$ cat config.mk
export PLATFORM = sky130hd
export DESIGN_NAME = divider_seq_flat
export DESIGN_NICKNAME = d
export VERILOG_FILES = /design/src/rtl/divider_seq_if.sv /design/src/rtl/divider_seq.sv /design/src/flat_wrapper.sv
export SDC_FILE = /design/constraint.sdc
export NUM_CORES = 1
export LEC_CHECK = 0
export ABC_AREA = 1
export BUFFER_PORTS_ARGS = -buffer_cell sky130_fd_sc_hd__buf_4
export CAP_MARGIN = 0
export CORE_UTILIZATION = 30
export DETAILED_ROUTE_END_ITERATION = 7
export GPL_TIMING_DRIVEN = 0
export PLACE_DENSITY = 0.57
export SLEW_MARGIN = 30
export SYNTH_ARGS = -nofsm -noshare
export SYNTH_HDL_FRONTEND = slang
export SYNTH_SLANG_ARGS = --single-unit
$ cat constraint.sdc
create_clock -name clock -period 4 [get_ports clock]
set_input_delay 1.2 -clock clock [delete_from_list [all_inputs] [get_ports clock]]
set_output_delay 1.2 -clock clock [all_outputs]
set_load 0.05 [all_outputs]
$ cat src/rtl/divider_seq_if.sv
// Request/result bundle for divider_seq. The is_unsigned field exists only when
// DIV_UNSIGNED_EN is defined.
interface divider_seq_if #(parameter int WIDTH = 32);
    logic             start;
    logic [WIDTH-1:0] a;
    logic [WIDTH-1:0] b;
`ifdef DIV_UNSIGNED_EN
    logic             is_unsigned;
`endif
    logic             busy;
    logic             done;
    logic             div_zero;
    logic [WIDTH-1:0] hi;
    logic [WIDTH-1:0] lo;

    modport master (
        output start, a, b,
`ifdef DIV_UNSIGNED_EN
        output is_unsigned,
`endif
        input  busy, done, div_zero, hi, lo
    );

    modport slave (
        input  start, a, b,
`ifdef DIV_UNSIGNED_EN
        input  is_unsigned,
`endif
        output busy, done, div_zero, hi, lo
    );
endinterface

$ cat src/rtl/divider_seq.sv
// Sequential restoring divider: one quotient bit per clock, lo = quotient, hi = remainder.
// Optional DIV_UNSIGNED_EN adds the is_unsigned request field (divu).
module divider_seq #(
    parameter int WIDTH = 32
) (
    input  logic         clock,
    input  logic         reset,
    divider_seq_if.slave bus
);
    localparam int CW = $clog2(WIDTH) + 1;

    typedef enum logic [1:0] {IDLE, RUN, DONE} state_t;

    state_t           state;
    logic [WIDTH-1:0] dvd;
    logic [WIDTH-1:0] rem;
    logic [WIDTH-1:0] dvs;
    logic [CW-1:0]    cnt;
    logic             neg_q;
    logic             neg_r;
    logic             zero_q;

    logic             uns;
    logic [WIDTH-1:0] a_abs;
    logic [WIDTH-1:0] b_abs;
    logic [WIDTH:0]   rem_sh;
    logic [WIDTH:0]   trial;
    logic             fits;
    logic [WIDTH-1:0] rem_nx;
    logic [WIDTH-1:0] dvd_nx;

    always_comb begin
`ifdef DIV_UNSIGNED_EN
        uns = bus.is_unsigned;
`else
        uns = 1'b0;
`endif
        a_abs  = (!uns && bus.a[WIDTH-1]) ? -bus.a : bus.a;
        b_abs  = (!uns && bus.b[WIDTH-1]) ? -bus.b : bus.b;
        rem_sh = {rem, dvd[WIDTH-1]};
        // rem_sh < 2*dvs, so the top bit of the W+1 bit difference is the borrow
        trial  = rem_sh - {1'b0, dvs};
        fits   = !trial[WIDTH];
        rem_nx = fits ? trial[WIDTH-1:0] : rem_sh[WIDTH-1:0];
        dvd_nx = {dvd[WIDTH-2:0], fits};
    end

    always_ff @(posedge clock or negedge reset) begin
        if (!reset) begin
            state        <= IDLE;
            dvd          <= '0;
            rem          <= '0;
            dvs          <= '0;
            cnt          <= '0;
            neg_q        <= 1'b0;
            neg_r        <= 1'b0;
            zero_q       <= 1'b0;
            bus.busy     <= 1'b0;
            bus.done     <= 1'b0;
            bus.div_zero <= 1'b0;
            bus.hi       <= '0;
            bus.lo       <= '0;
        end else begin
            case (state)
                IDLE: begin
                    if (bus.start) begin
                        bus.busy <= 1'b1;
                        if (bus.b == '0) begin
                            zero_q       <= 1'b1;
                            bus.done     <= 1'b1;
                            bus.div_zero <= 1'b1;
                            state        <= DONE;
                        end else begin
                            zero_q <= 1'b0;
                            dvd    <= a_abs;
                            dvs    <= b_abs;
                            rem    <= '0;
                            neg_q  <= !uns && (bus.a[WIDTH-1] ^ bus.b[WIDTH-1]);
                            neg_r  <= !uns && bus.a[WIDTH-1];
                            cnt    <= CW'(WIDTH);
                            state  <= RUN;
                        end
                    end
                end
                RUN: begin
                    dvd <= dvd_nx;
                    rem <= rem_nx;
                    cnt <= cnt - 1'b1;
                    if (cnt == CW'(1)) begin
                        // -2^31 / -1 falls out naturally: magnitude 2^31, no negation
                        bus.lo       <= neg_q ? -dvd_nx : dvd_nx;
                        bus.hi       <= neg_r ? -rem_nx : rem_nx;
                        bus.done     <= 1'b1;
                        bus.div_zero <= zero_q;
                        state        <= DONE;
                    end
                end
                DONE: begin
                    bus.done     <= 1'b0;
                    bus.div_zero <= 1'b0;
                    bus.busy     <= 1'b0;
                    state        <= IDLE;
                end
                default: state <= IDLE;
            endcase
        end
    end
endmodule

$ cat src/flat_wrapper.sv
// flat-port wrapper written by rule: the top's interface ports become plain ports
module divider_seq_flat 
#(
    parameter int WIDTH = 32
)
  (clock, reset, bus_start, bus_a, bus_b, bus_busy, bus_done, bus_div_zero, bus_hi, bus_lo);
  divider_seq_if #(.WIDTH(WIDTH)) bus_i ();
  input  logic clock;
  input  logic reset;
  input wire logic [$bits(bus_i.start)-1:0] bus_start;
  input wire logic [$bits(bus_i.a)-1:0] bus_a;
  input wire logic [$bits(bus_i.b)-1:0] bus_b;
  output wire logic [$bits(bus_i.busy)-1:0] bus_busy;
  output wire logic [$bits(bus_i.done)-1:0] bus_done;
  output wire logic [$bits(bus_i.div_zero)-1:0] bus_div_zero;
  output wire logic [$bits(bus_i.hi)-1:0] bus_hi;
  output wire logic [$bits(bus_i.lo)-1:0] bus_lo;
  assign bus_i.start = bus_start;
  assign bus_i.a = bus_a;
  assign bus_i.b = bus_b;
  assign bus_busy = bus_i.busy;
  assign bus_done = bus_i.done;
  assign bus_div_zero = bus_i.div_zero;
  assign bus_hi = bus_i.hi;
  assign bus_lo = bus_i.lo;
  divider_seq #(.WIDTH(WIDTH)) u_core (.clock(clock), .reset(reset), .bus(bus_i));
endmodule
# ---- Word-level counts from Yosys, hierarchy flattened
# Index checks and enable logic that the tools add are counted.
dict set report totals {
  reg_bits 174
  input_bits 67
  out_inout_bits 67
  word_cells 68
}
dict set report classes {
  addsub 6
  n_eq_ne 7
  muxes 27
  bitwise 2
  reduce_logical 13
}
# op count
set op_table {}
lappend op_table {{$mux 32} 9}
lappend op_table {{$neg 32->32} 4}
lappend op_table {{$pmux 32 s2} 2}
lappend op_table {{$sub 33x32->33} 1}
lappend op_table {{$logic_not 32->1} 1}
lappend op_table {{$mux 6} 2}
lappend op_table {{$pmux 6 s2} 1}
lappend op_table {{$reduce_and 2->1} 4}
lappend op_table {{$eq 6x1->1 const B} 1}
lappend op_table {{$mux 1} 6}
lappend op_table {{$mux 2} 3}
lappend op_table {{$pmux 1 s3} 2}
lappend op_table {{$reduce_and 3->1} 2}
lappend op_table {{$sub 6x1->6 const B} 1}
lappend op_table {{$ne 2x1->1 const B} 2}
lappend op_table {{$ne 2x2->1 const B} 2}
lappend op_table {{$pmux 2 s2} 1}
lappend op_table {{$reduce_and 4->1} 1}
lappend op_table {{$reduce_bool 2->1} 2}
lappend op_table {{$reduce_bool 3->1} 1}
lappend op_table {{$eq 2x1->1 const B} 1}
lappend op_table {{$eq 2x2->1 const B} 1}
lappend op_table {{$logic_not 2->1} 1}
lappend op_table {{$pmux 1 s2} 1}
lappend op_table {{3 further kinds} 3}

# ---- Longest topological paths before layout
# Gate-level depths: netlist (run 1).
dict set report depth {
  word_depth 5
  mapped_depth 28
  depth_no_buf 26
}

# ---- Least setup slack after synthesis (run 1)
# OpenSTA, ideal clock, no wires.
dict set report synth_path {
  path_type {reg-to-reg}
  startpoint {register u_core.dvs[0]}
  endpoint {register u_core.bus.lo[30]}
  setup_time_ns 0.083
  arrival_ns 3.664
  required_ns 3.917
  path_slack_ns 0.254
  stages_incl_launch_ff 26
  path_buffers 2
  period_less_slack_ns 3.746
  cell_sequence {dfrtp_1 -> ha_1 -> fa_1 -> inv_1 -> nand2_1 -> nand2_1 -> nand3_1 -> nand2_2 -> nand2_1 -> nand2_2 -> nand2_4 -> nand2_4 -> nand2_4 -> nand2_4 -> buf_12 -> buf_4 -> ha_1 -> nand4_1 -> nor3_1 -> nand3_1 -> o21ai_0 -> o21ai_0 -> a21oi_1 -> o21ai_0 -> xor2_1 -> o21ai_0}
}
dict set report synth_between {
  elab_chain_cells 4
}
# item line
set synth_rtl {}
lappend synth_rtl {{start: declaration} divider_seq.sv:17} ;# logic [WIDTH-1:0] dvs;
lappend synth_rtl {{start signal: assignment} divider_seq.sv:76} ;# dvs <= b_abs;
lappend synth_rtl {{$sub 33x32->33} divider_seq.sv:42} ;# trial = rem_sh - {1'b0, dvs};
lappend synth_rtl {{$logic_not 1->1} divider_seq.sv:43} ;# fits = !trial[WIDTH];
lappend synth_rtl {{$neg 32->32} divider_seq.sv:91} ;# bus.lo <= neg_q ? -dvd_nx : dvd_nx;
lappend synth_rtl {{$mux 32} divider_seq.sv:91}
lappend synth_rtl {{end signal: assignment} divider_seq.sv:91}
lappend synth_rtl {{end: declaration} divider_seq_if.sv:29} ;# output busy, done, div_zero, hi, lo
# Every way passes these cells.
# A chain may end at the register's enable or synchronous reset.

# ---- Final worst setup path (run 1)
dict set report layout_path {
  startpoint {register u_core.rem[22]}
  endpoint {register u_core.bus.lo[12]}
}
dict set report layout_between {
  elab_chain_cells 4
}
# item line
set layout_rtl {}
lappend layout_rtl {{start: declaration} divider_seq.sv:16} ;# logic [WIDTH-1:0] rem;
lappend layout_rtl {{start signal: assignment} divider_seq.sv:87} ;# rem <= rem_nx;
lappend layout_rtl {{$sub 33x32->33} divider_seq.sv:42}
lappend layout_rtl {{$logic_not 1->1} divider_seq.sv:43}
lappend layout_rtl {{$neg 32->32} divider_seq.sv:91}
lappend layout_rtl {{$mux 32} divider_seq.sv:91}
# Every way passes these cells.

==> results.yml, run 1 <==
sta:
  hold_viol: 0
  post-route-period-util: 0.971
  fin_ws_ps: 116
  setup_viol: 0
  drv_slew: 0
  slew_headroom: 0.482
  fmax_mhz: 257
  fin_crit_ps: 3880
  fin_skew_ps: 11.3
  worst_pin_slew_ps: 777
flow_run:
  drv_cap: 0
setup_path:
  cp.required_ps: 4330
  worst_setup_path_end_kind: "flop"
  cp_max_fo: 8
  arrival_ps: 4220
  rr_worst_depth: 24
  startpoint_type: "flop"
  crit_type: "flop to flop"
die:
  num_rows: 76
  die_h_um: 211
  initial_core_util: 0.304
  core_area_um2: 43000
  die_area_um2: 44400
  ios: 134
  dieWidth_um: 211
finish:
  multi_input_area_um2: 7560
  fin_area_um2: 15800
  fin_cells: 2738
  ff_latch_area_um2: 4350
  synthToLayoutAreaGrowth_pct: 20.9
  fin_util: 0.367
  drive_gt1_frac: 0.140
  num-fill-cells: 4743
  antennaDiodeCount: 0
  nNetsFinal: 2246
global_routing:
  grt_max_degree: 80
  overflow: 0
  grt_pass1_wl_mm: 70.1
  antenna_found_initial: 0
  gr-usage-all-layers: 0.205
  first_global_vias: 12700
hold_path:
  hold_class: "flop to flop"
  hold_depth: 2
synthesis:
  synth_fp_nets: 2070
  syn_area_um2: 13100
  netlist_instances: 1964
  seq_area_frac_synth: 0.333
  synth_seq_cells: 174
  synth.avg_cell_area_um2: 6.65
  synth_ff_type: "dfrtp_1"
  synth_async_sr_flop_share: 1.00
  yosys_warnings: 0
  synth.distinct_cells: 54
  synth_edf_count: 0
routing:
  num_vias: 13200
  firstDrtPassIters: 7
  routed_wl_mm: 44.9
  routedWlPerCell_um: 16.4
  drcViolationCount: 0
  drtAntennaViolNets: 0
  drtIter0Drc: 912
  avgViaCountPerCell: 4.81
placement:
  dp_cells: 2684
  placed_area_um2: 14900
  dp_hpwl_mm: 36.0
  port_buffers: 133
  gp_congestion: 0.911
  pre_cts_slack_ps: -686
clock_tree:
  numCtsBuffers: 17
  clock_latency_ps: 470
  cts.sinks: 174
  cts_tree: "done"
  cts-root-buf: "clkbuf_16"
  h-tree-depth: 4
  cts_buffer_depth: 2
  clk_pin_slew_ps: 70
outcome:
  status: "finished clean"
-- flip-flops by register name (all words and copies together), names as in the netlist, 2 cells and up --
| signal | count |
|---|---|
| u_core.dvd | 32 |
| u_core.bus.hi | 32 |
| u_core.state | 2 |
| u_core.dvs | 32 |
| u_core.cnt | 6 |
| u_core.bus.lo | 32 |
| u_core.rem | 32 |
-- kinds of logic after synthesis --
logic type	synth area share
flip-flops	0.333
adder cells (fa/ha/maj)	0.0379
buffers and inverters	0.0976
AND/OR/NAND/NOR	0.342
XOR/XNOR	0.0610
AO/OA/AOI/OAI	0.128
-- layout by cell type (no fill, tap or decap), types with 32 or more instances in the layout --
cell type  synthesis  final
a21oi_1           47     42
buf_4              1    155
clkbuf_1          47     48
dfrtp_1          174    174
inv_1            245    245
nand2_1          622    622
nand3_1          115    113
nor2_1           181    179
o21ai_0          175    170
o22ai_1           32     32
xor2_1            71     70
-- layer usage --
layer | GRT usage | routed length (um) | up-vias
met5 | 0 | 0 | -
li1 | - | - | 6628
met3 | 0.0297 | 1770 | 59
met1 | 0.255 | 19600 | 6174
met4 | 0.0692 | 1180 | 0
met2 | 0.362 | 22400 | 313
-- worst max-delay path: stages, from the launching register on --
cell and delay [ps]:
dfrtp_1 430, ha_1 390, nand2_2 130, inv_1 60
a21oi_2 160, nand2_1 130, a21oi_4 280, nand2_4 100
nand2_4 100, nand2_4 70, buf_12 140, ha_4 150
nand4_1 140, nor3_2 80, buf_4 140, buf_4 120
buf_4 120, buf_4 120, buf_4 120, buf_4 120
buf_4 120, buf_4 130, a21oi_1 140, xor2_1 200
o21ai_1 80
-- worst paths after layout --
check                                               from                             to  slack [ps]
setup / recovery              u_core.rem[22]$_DFFE_PN0P_  u_core.bus.lo[12]$_DFFE_PN0P_         120
hold / removal             u_core.bus.hi[28]$_DFFE_PN0P_  u_core.bus.hi[28]$_DFFE_PN0P_         480
setup reg to reg              u_core.rem[22]$_DFFE_PN0P_  u_core.bus.lo[12]$_DFFE_PN0P_         120
hold reg to reg            u_core.bus.hi[28]$_DFFE_PN0P_  u_core.bus.hi[28]$_DFFE_PN0P_         480
max in group asynchronous                          reset  u_core.bus.hi[24]$_DFFE_PN0P_        2330
min in group asynchronous                          reset      u_core.dvs[0]$_DFFE_PN0P_         610
-- Yosys cell counts, types with 2 or more instances --
library cell | count | area share
a21oi_4 | 2 | 0.0025
a21oi_1 | 47 | 0.018
o21ai_2 | 7 | 0.0047
inv_2 | 8 | 0.0023
clkbuf_1 | 47 | 0.014
o21ai_1 | 4 | 0.0015
buf_12 | 2 | 0.0031
nand2_4 | 11 | 0.0095
or2_2 | 6 | 0.0029
nor3_1 | 30 | 0.011
a22oi_1 | 2 | 0.0011
nand2_2 | 25 | 0.012
xor2_1 | 71 | 0.048
nand3_2 | 3 | 0.0023
nand3_1 | 115 | 0.044
nor4_1 | 9 | 0.0043
o22ai_1 | 32 | 0.015
ha_1 | 38 | 0.036
o31ai_1 | 9 | 0.0052
o221ai_1 | 2 | 0.0013
nand3b_1 | 4 | 0.0023
o21ai_0 | 175 | 0.067
o211ai_1 | 3 | 0.0017
xnor2_1 | 20 | 0.013
dfrtp_1 | 174 | 0.33
o21bai_1 | 6 | 0.0034
inv_1 | 245 | 0.070
nand2_1 | 622 | 0.18
buf_1 | 4 | 0.0011
nor2_1 | 181 | 0.052
nand4_1 | 22 | 0.011
buf_2 | 3 | 0.0011
a31oi_1 | 2 | 0.00096
buf_6 | 6 | 0.0052
o21a_1 | 2 | 0.0011
nor2_2 | 7 | 0.0034
-- per-stage QoR --
step           TNS, ps  hold slack, ps
3_3_place_gp    -14780             469
5_1_grt          -77.9             511
4_1_cts          -38.2             490
3_5_place_dp    -19070             470
6_report             0             482
2_1_floorplan        0             446
-- cell type report --
type	instances	share of cell area
multi-input cells	1473	0.479
flip-flops and latches	174	0.276
repair buffers	158	0.0782
inverters	254	0.0604
well taps	585	0.0464
clock buffers	20	0.0283
plain buffers	62	0.0201
clock inverters	12	0.0116
-- timing repair --
item | in CTS | in global routing
resized for setup | 9 | 25
setup buffers | 8 | 15
pin swaps | 1 | 11
hold buffers | 0 | 0
setup endpoints to repair | 11 | 28
Power of run 1 is not shown: default switching activity piles up to over one toggle a cycle in this logic, so the estimate is an artifact.
==> inputs of run 2 (changes only) <==
Settings changed: PLACE_DENSITY 0.57 to 0.54.
==> run 2 against run 1 <==
Via count rose by 0.71%. Highest routed layer unchanged. Core utilization fell by 0.38 points. Clock skew rose by 6.1 ps.
==> results.yml, run 2 (same netlist as run 1, synthesis figures left out) <==
setup_path:
  cp.required_ps: 4320
  cp_max_fo: 5
  worst_setup_path_end_kind: "flop"
  startpoint_type: "flop"
  crit_type: "flop to flop"
  arrival_ps: 4170
routing:
  firstDrtPassIters: 5
  num_vias: 13300
  routed_wl_mm: 44.7
  drtIter0Drc: 908
  drtAntennaViolNets: 0
  avgViaCountPerCell: 4.86
  routedWlPerCell_um: 16.4
  drcViolationCount: 0
sta:
  worst_pin_slew_ps: 848
  setup_viol: 0
  fin_crit_ps: 3850
  hold_viol: 0
  fmax_mhz: 260
  rsz0062_at_grt: "true"
  slew_headroom: 0.428
  post-route-period-util: 0.962
  fin_skew_ps: 17.4
  drv_slew: 0
global_routing:
  globalRouteMet3Util: 0.0248
  gr-max-usage-layer: "met2"
  grt_max_degree: 71
  use_met2: 0.353
  first_global_vias: 12900
  overflow: 0
  grt_pass1_wl_mm: 70.5
  gr-usage-all-layers: 0.205
  antenna_found_initial: 0
  use_met1: 0.261
clock_tree:
  h-tree-depth: 4
  clk_pin_slew_ps: 70
  clock_latency_ps: 470
  cts_tree: "done"
  cts_buffer_depth: 2
  cts.sinks: 174
  postCtsHoldBufs: 0
  numCtsBuffers: 17
  cts-root-buf: "clkbuf_16"
finish:
  ff_latch_area_um2: 4350
  synthToLayoutAreaGrowth_pct: 19.6
  antennaDiodeCount: 0
  num-fill-cells: 4731
  nNetsFinal: 2237
  fin_util: 0.363
  layout_commonest_cell: "nand2_1"
  multi_input_area_um2: 7530
  drive_gt1_frac: 0.138
  layout_common_cells: "nand2_1, inv_1, nor2_1"
die:
  core_area_um2: 43000
  die_area_um2: 44400
  die_h_um: 211
  initial_core_util: 0.304
  num_rows: 76
  dieWidth_um: 211
  ios: 134
placement:
  port_buffers: 133
  gp_congestion: 0.912
  dp_hpwl_mm: 35.8
flow_run:
  drv_cap: 0
hold_path:
  hold_class: "flop to flop"
outcome:
  status: "finished clean"
==> run 2: changes by cell type in the layout (fill, tap and decap cells not counted), moves of 2 or more <==
cell and change:
ha_1 -2, inv_6 +6, ha_2 +5, ha_4 -3, bufinv_16 -4, buf_4 -10, clkbuf_1 -2
==> run 2: routing by layer <==
layer,part of all wire,wire (um)
met5,0,0
met4,0.033,1450
met3,0.043,1930
met2,0.48,21500
met1,0.44,19800
==> run 2: cell type report <==
type | count | area share
clock inverter | 14 | 0.00761
multi-input combinational | 1473 | 0.482
buffer | 62 | 0.0203
inverter | 254 | 0.0610
clock buffer | 18 | 0.0281
tap | 585 | 0.0469
sequential | 174 | 0.279
timing repair buffer | 149 | 0.0751
==> run 2: critical path, cell delays in order (launching register included) <==
cell     delay, ps
dfrtp_1        430
ha_2           210
fa_2           360
inv_1           90
nand2_1         50
nand2_1         80
nand3_1         80
nand2_2        110
nand2_1         70
nand2_2         80
nand2_4         80
nand2_4         90
nand2_4         70
nand2_4         90
buf_12         110
ha_2           190
nand4_1        150
nor3_2         230
nand3_2        200
o21ai_4        220
o21ai_2        100
a21oi_2        140
o21ai_1         90
xor2_1         290
o21ai_1        100
==> run 2: final timing paths <==
kind	endpoint	slack [ps]	cells after the start	startpoint
worst max-delay path	u_core.bus.lo[30]$_DFFE_PN0P_	150	24	u_core.dvs[0]$_DFFE_PN0P_
worst min-delay path	u_core.dvs[31]$_DFFE_PN0P_	480	2	u_core.dvs[31]$_DFFE_PN0P_
worst max register to register	u_core.bus.lo[30]$_DFFE_PN0P_	150	24	u_core.dvs[0]$_DFFE_PN0P_
worst min register to register	u_core.dvs[31]$_DFFE_PN0P_	480	2	u_core.dvs[31]$_DFFE_PN0P_
max in group asynchronous	u_core.bus.hi[24]$_DFFE_PN0P_	2270	3	reset
min in group asynchronous	u_core.dvs[3]$_DFFE_PN0P_	720	1	reset
==> run 2: stage by stage <==
stage | cells | area [um^2] | hold slack (ps) | setup TNS [ps] | setup WS, ps
floorplan | 1964 | 13100 | 446 | 0 | 254
global placement | 2682 | 14800 | 469 | -19070 | -789
detailed placement | 2684 | 14900 | 473 | -20040 | -823
CTS | 2724 | 15500 | 489 | 0 | 17.3
global route | 2729 | 15600 | 504 | -28.8 | -23.9
finish | 2729 | 15600 | 479 | 0 | 151
==> run 2: what timing repair did <==
| item | in CTS | in global routing |
|---|---|---|
| setup buffers | 9 | 5 |
| setup endpoints to repair | 18 | 34 |
| endpoints found under the hold margin | 0 | 0 |
| gates resized for setup | 10 | 26 |
| pin swaps | 3 | 10 |
Power of run 2 is left out for the same reason.
==> inputs of run 3 (changes only) <==
Settings changed: CORE_UTILIZATION 30 to 55, PLACE_DENSITY 0.54 to 0.84.
==> run 3 against run 2 <==
First-iteration DRC count grew 56%. Clock-buffer cell count did not move. Flip-flop and latch count unchanged. Highest routed layer unchanged. Critical path type unchanged. Maximum frequency decreased by 0.75%. Die area down 45%. Cell count shrank 9.8%. Register-to-register slack got worse by 30 ps. Setup slack got worse by 29 ps. Critical path depth is the same. Global-route usage grew 15 points. Largest cell class unchanged.
==> results.yml, run 3 (same netlist as run 1, synthesis figures left out) <==
outcome:
  status: "finished clean"
clock_tree:
  clk_pin_slew_ps: 80
  postCtsHoldBufs: 0
  cts_tree: "done"
  h-tree-depth: 4
  cts_buffer_depth: 2
  clock_latency_ps: 440
  cts-root-buf: "clkbuf_16"
  numCtsBuffers: 17
  cts.sinks: 174
setup_path:
  cp_slowest_cell: "dfrtp_2"
  cp.required_ps: 4310
  critPathCapture: "u_core.bus.lo[30]$_DFFE_PN0P_"
  rr_worst_depth: 24
  startpoint_type: "flop"
  cpPeakStageDelay_ps: 460
  worst_setup_path_end_kind: "flop"
  cpMostUsedCell: "nand2_4"
  path_cells: "ha_2 -> fa_2 -> inv_2 -> nand2_1 -> nand2_1 -> nand3_1 -> nand2_2 -> nand2_1 -> nand2_2 -> nand2_4 -> nand2_4 -> nand2_4 -> nand2_4 -> buf_12 -> ha_2 -> nand4_1 -> nor3_2 -> nand3_2 -> o21ai_2 -> o21ai_2 -> a21oi_2 -> o21ai_1 -> xor2_1 -> o21ai_1"
  reg2reg_from: "u_core.dvs[0]$_DFFE_PN0P_"
  crit_type: "flop to flop"
  cp-startpoint: "u_core.dvs[0]$_DFFE_PN0P_"
  r2r_end: "u_core.bus.lo[30]$_DFFE_PN0P_"
  arrival_ps: 4190
  r2r_slack_ps: 120
  cp_max_fo: 12
routing:
  routed_wl_mm: 42.5
  num_vias: 13700
  routedWlPerCell_um: 17.3
  drcViolationCount: 0
  drtIter0Drc: 1412
  firstDrtPassIters: 6
  drtAntennaViolNets: 0
  avgViaCountPerCell: 5.57
die:
  initial_core_util: 0.558
  die_h_um: 156
  dieWidth_um: 156
  die_area_um2: 24400
  num_rows: 56
  ios: 134
  core_area_um2: 23400
finish:
  antennaDiodeCount: 0
  num-fill-cells: 2195
  nNetsFinal: 2236
  drive_gt1_frac: 0.134
  synthToLayoutAreaGrowth_pct: 17.0
  layout_commonest_cell: "nand2_1"
  layout_common_cells: "nand2_1, inv_1, nor2_1"
sta:
  hold_viol: 0
  setup_viol: 0
  fin_ws_ps: 122
  fmax_mhz: 258
  post-route-period-util: 0.970
  worst_pin_slew_ps: 811
  rsz0062_at_grt: "true"
  drv_slew: 0
  slew_headroom: 0.459
  fin_skew_ps: 13.0
  fin_crit_ps: 3880
global_routing:
  grt_pass1_wl_mm: 66.5
  gr-usage-all-layers: 0.356
  grt_max_degree: 87
  first_global_vias: 12500
  overflow: 0
  antenna_found_initial: 0
placement:
  pre_cts_slack_ps: -641
  port_buffers: 133
  gp_congestion: 0.964
  dp_hpwl_mm: 33.5
flow_run:
  drv_cap: 0
hold_path:
  hold_class: "flop to flop"
run 3: layout make-up:
cell class / count / area [um^2] / area share
buffer: 62 / 315 / 0.0206
clock buffer: 18 / 429 / 0.0281
clock inverter: 14 / 149 / 0.00975
inverter: 254 / 953 / 0.0624
multi-input combinational: 1473 / 7510 / 0.492
sequential: 174 / 4360 / 0.285
tap: 319 / 399 / 0.0261
timing repair buffer: 148 / 1160 / 0.0759
run 3: routing by layer:
layer  vias to the layer above  GRT usage  share of wire
met3                        96     0.0553          0.078
li1                       6588          -              -
met5                         -          0              0
met1                      6384      0.501           0.44
met2                       635      0.558           0.45
met4                         0      0.117          0.031
run 3: metrics by stage:
stage | util | area (um^2) | hold WS (ps) | instances | TNS [ps]
after floorplan | - | 13100 | 446 | 1964 | 0
after global placement | 0.618 | 14500 | 469 | 2416 | -15170
after detailed placement | 0.620 | 14500 | 468 | 2418 | -18810
after CTS | 0.647 | 15100 | 489 | 2452 | -35.4
after global routing | 0.653 | 15300 | 500 | 2462 | -86.7
final | 0.653 | 15300 | 487 | 2462 | 0
run 3: worst min path at each step:
| stage | slack, ps | startpoint | depth (start not counted) | to |
|---|---|---|---|---|
| 4_1_cts | 490 | u_core.bus.hi[21]$_DFFE_PN0P_ | 2 | u_core.bus.hi[21]$_DFFE_PN0P_ |
| 3_3_place_gp | 470 | u_core.dvs[13]$_DFFE_PN0P_ | 2 | u_core.dvs[13]$_DFFE_PN0P_ |
| 6_report | 490 | u_core.dvs[31]$_DFFE_PN0P_ | 2 | u_core.dvs[31]$_DFFE_PN0P_ |
| 2_1_floorplan | 450 | u_core.dvs[31]$_DFFE_PN0P_ | 2 | u_core.dvs[31]$_DFFE_PN0P_ |
| 3_5_place_dp | 470 | u_core.bus.hi[21]$_DFFE_PN0P_ | 2 | u_core.bus.hi[21]$_DFFE_PN0P_ |
| 5_1_grt | 500 | u_core.bus.lo[28]$_DFFE_PN0P_ | 2 | u_core.bus.lo[28]$_DFFE_PN0P_ |
run 3: worst max-delay path: cells and delay by family (launching register included):
family | cells | cell delay (ps)
AND/OR/NAND/NOR | 13 | 1320
adder cells (fa/ha/maj) | 3 | 790
AO/OA/AOI/OAI | 5 | 620
flip-flops | 1 | 460
XOR/XNOR | 1 | 340
buffers and inverters | 2 | 210
run 3: repair_timing:
action,in CTS,in global routing
buffers inserted,3,10
setup endpoints to repair,18,17
pin swaps,3,10
gates resized for setup,10,16
Power of run 3 is left out for the same reason.
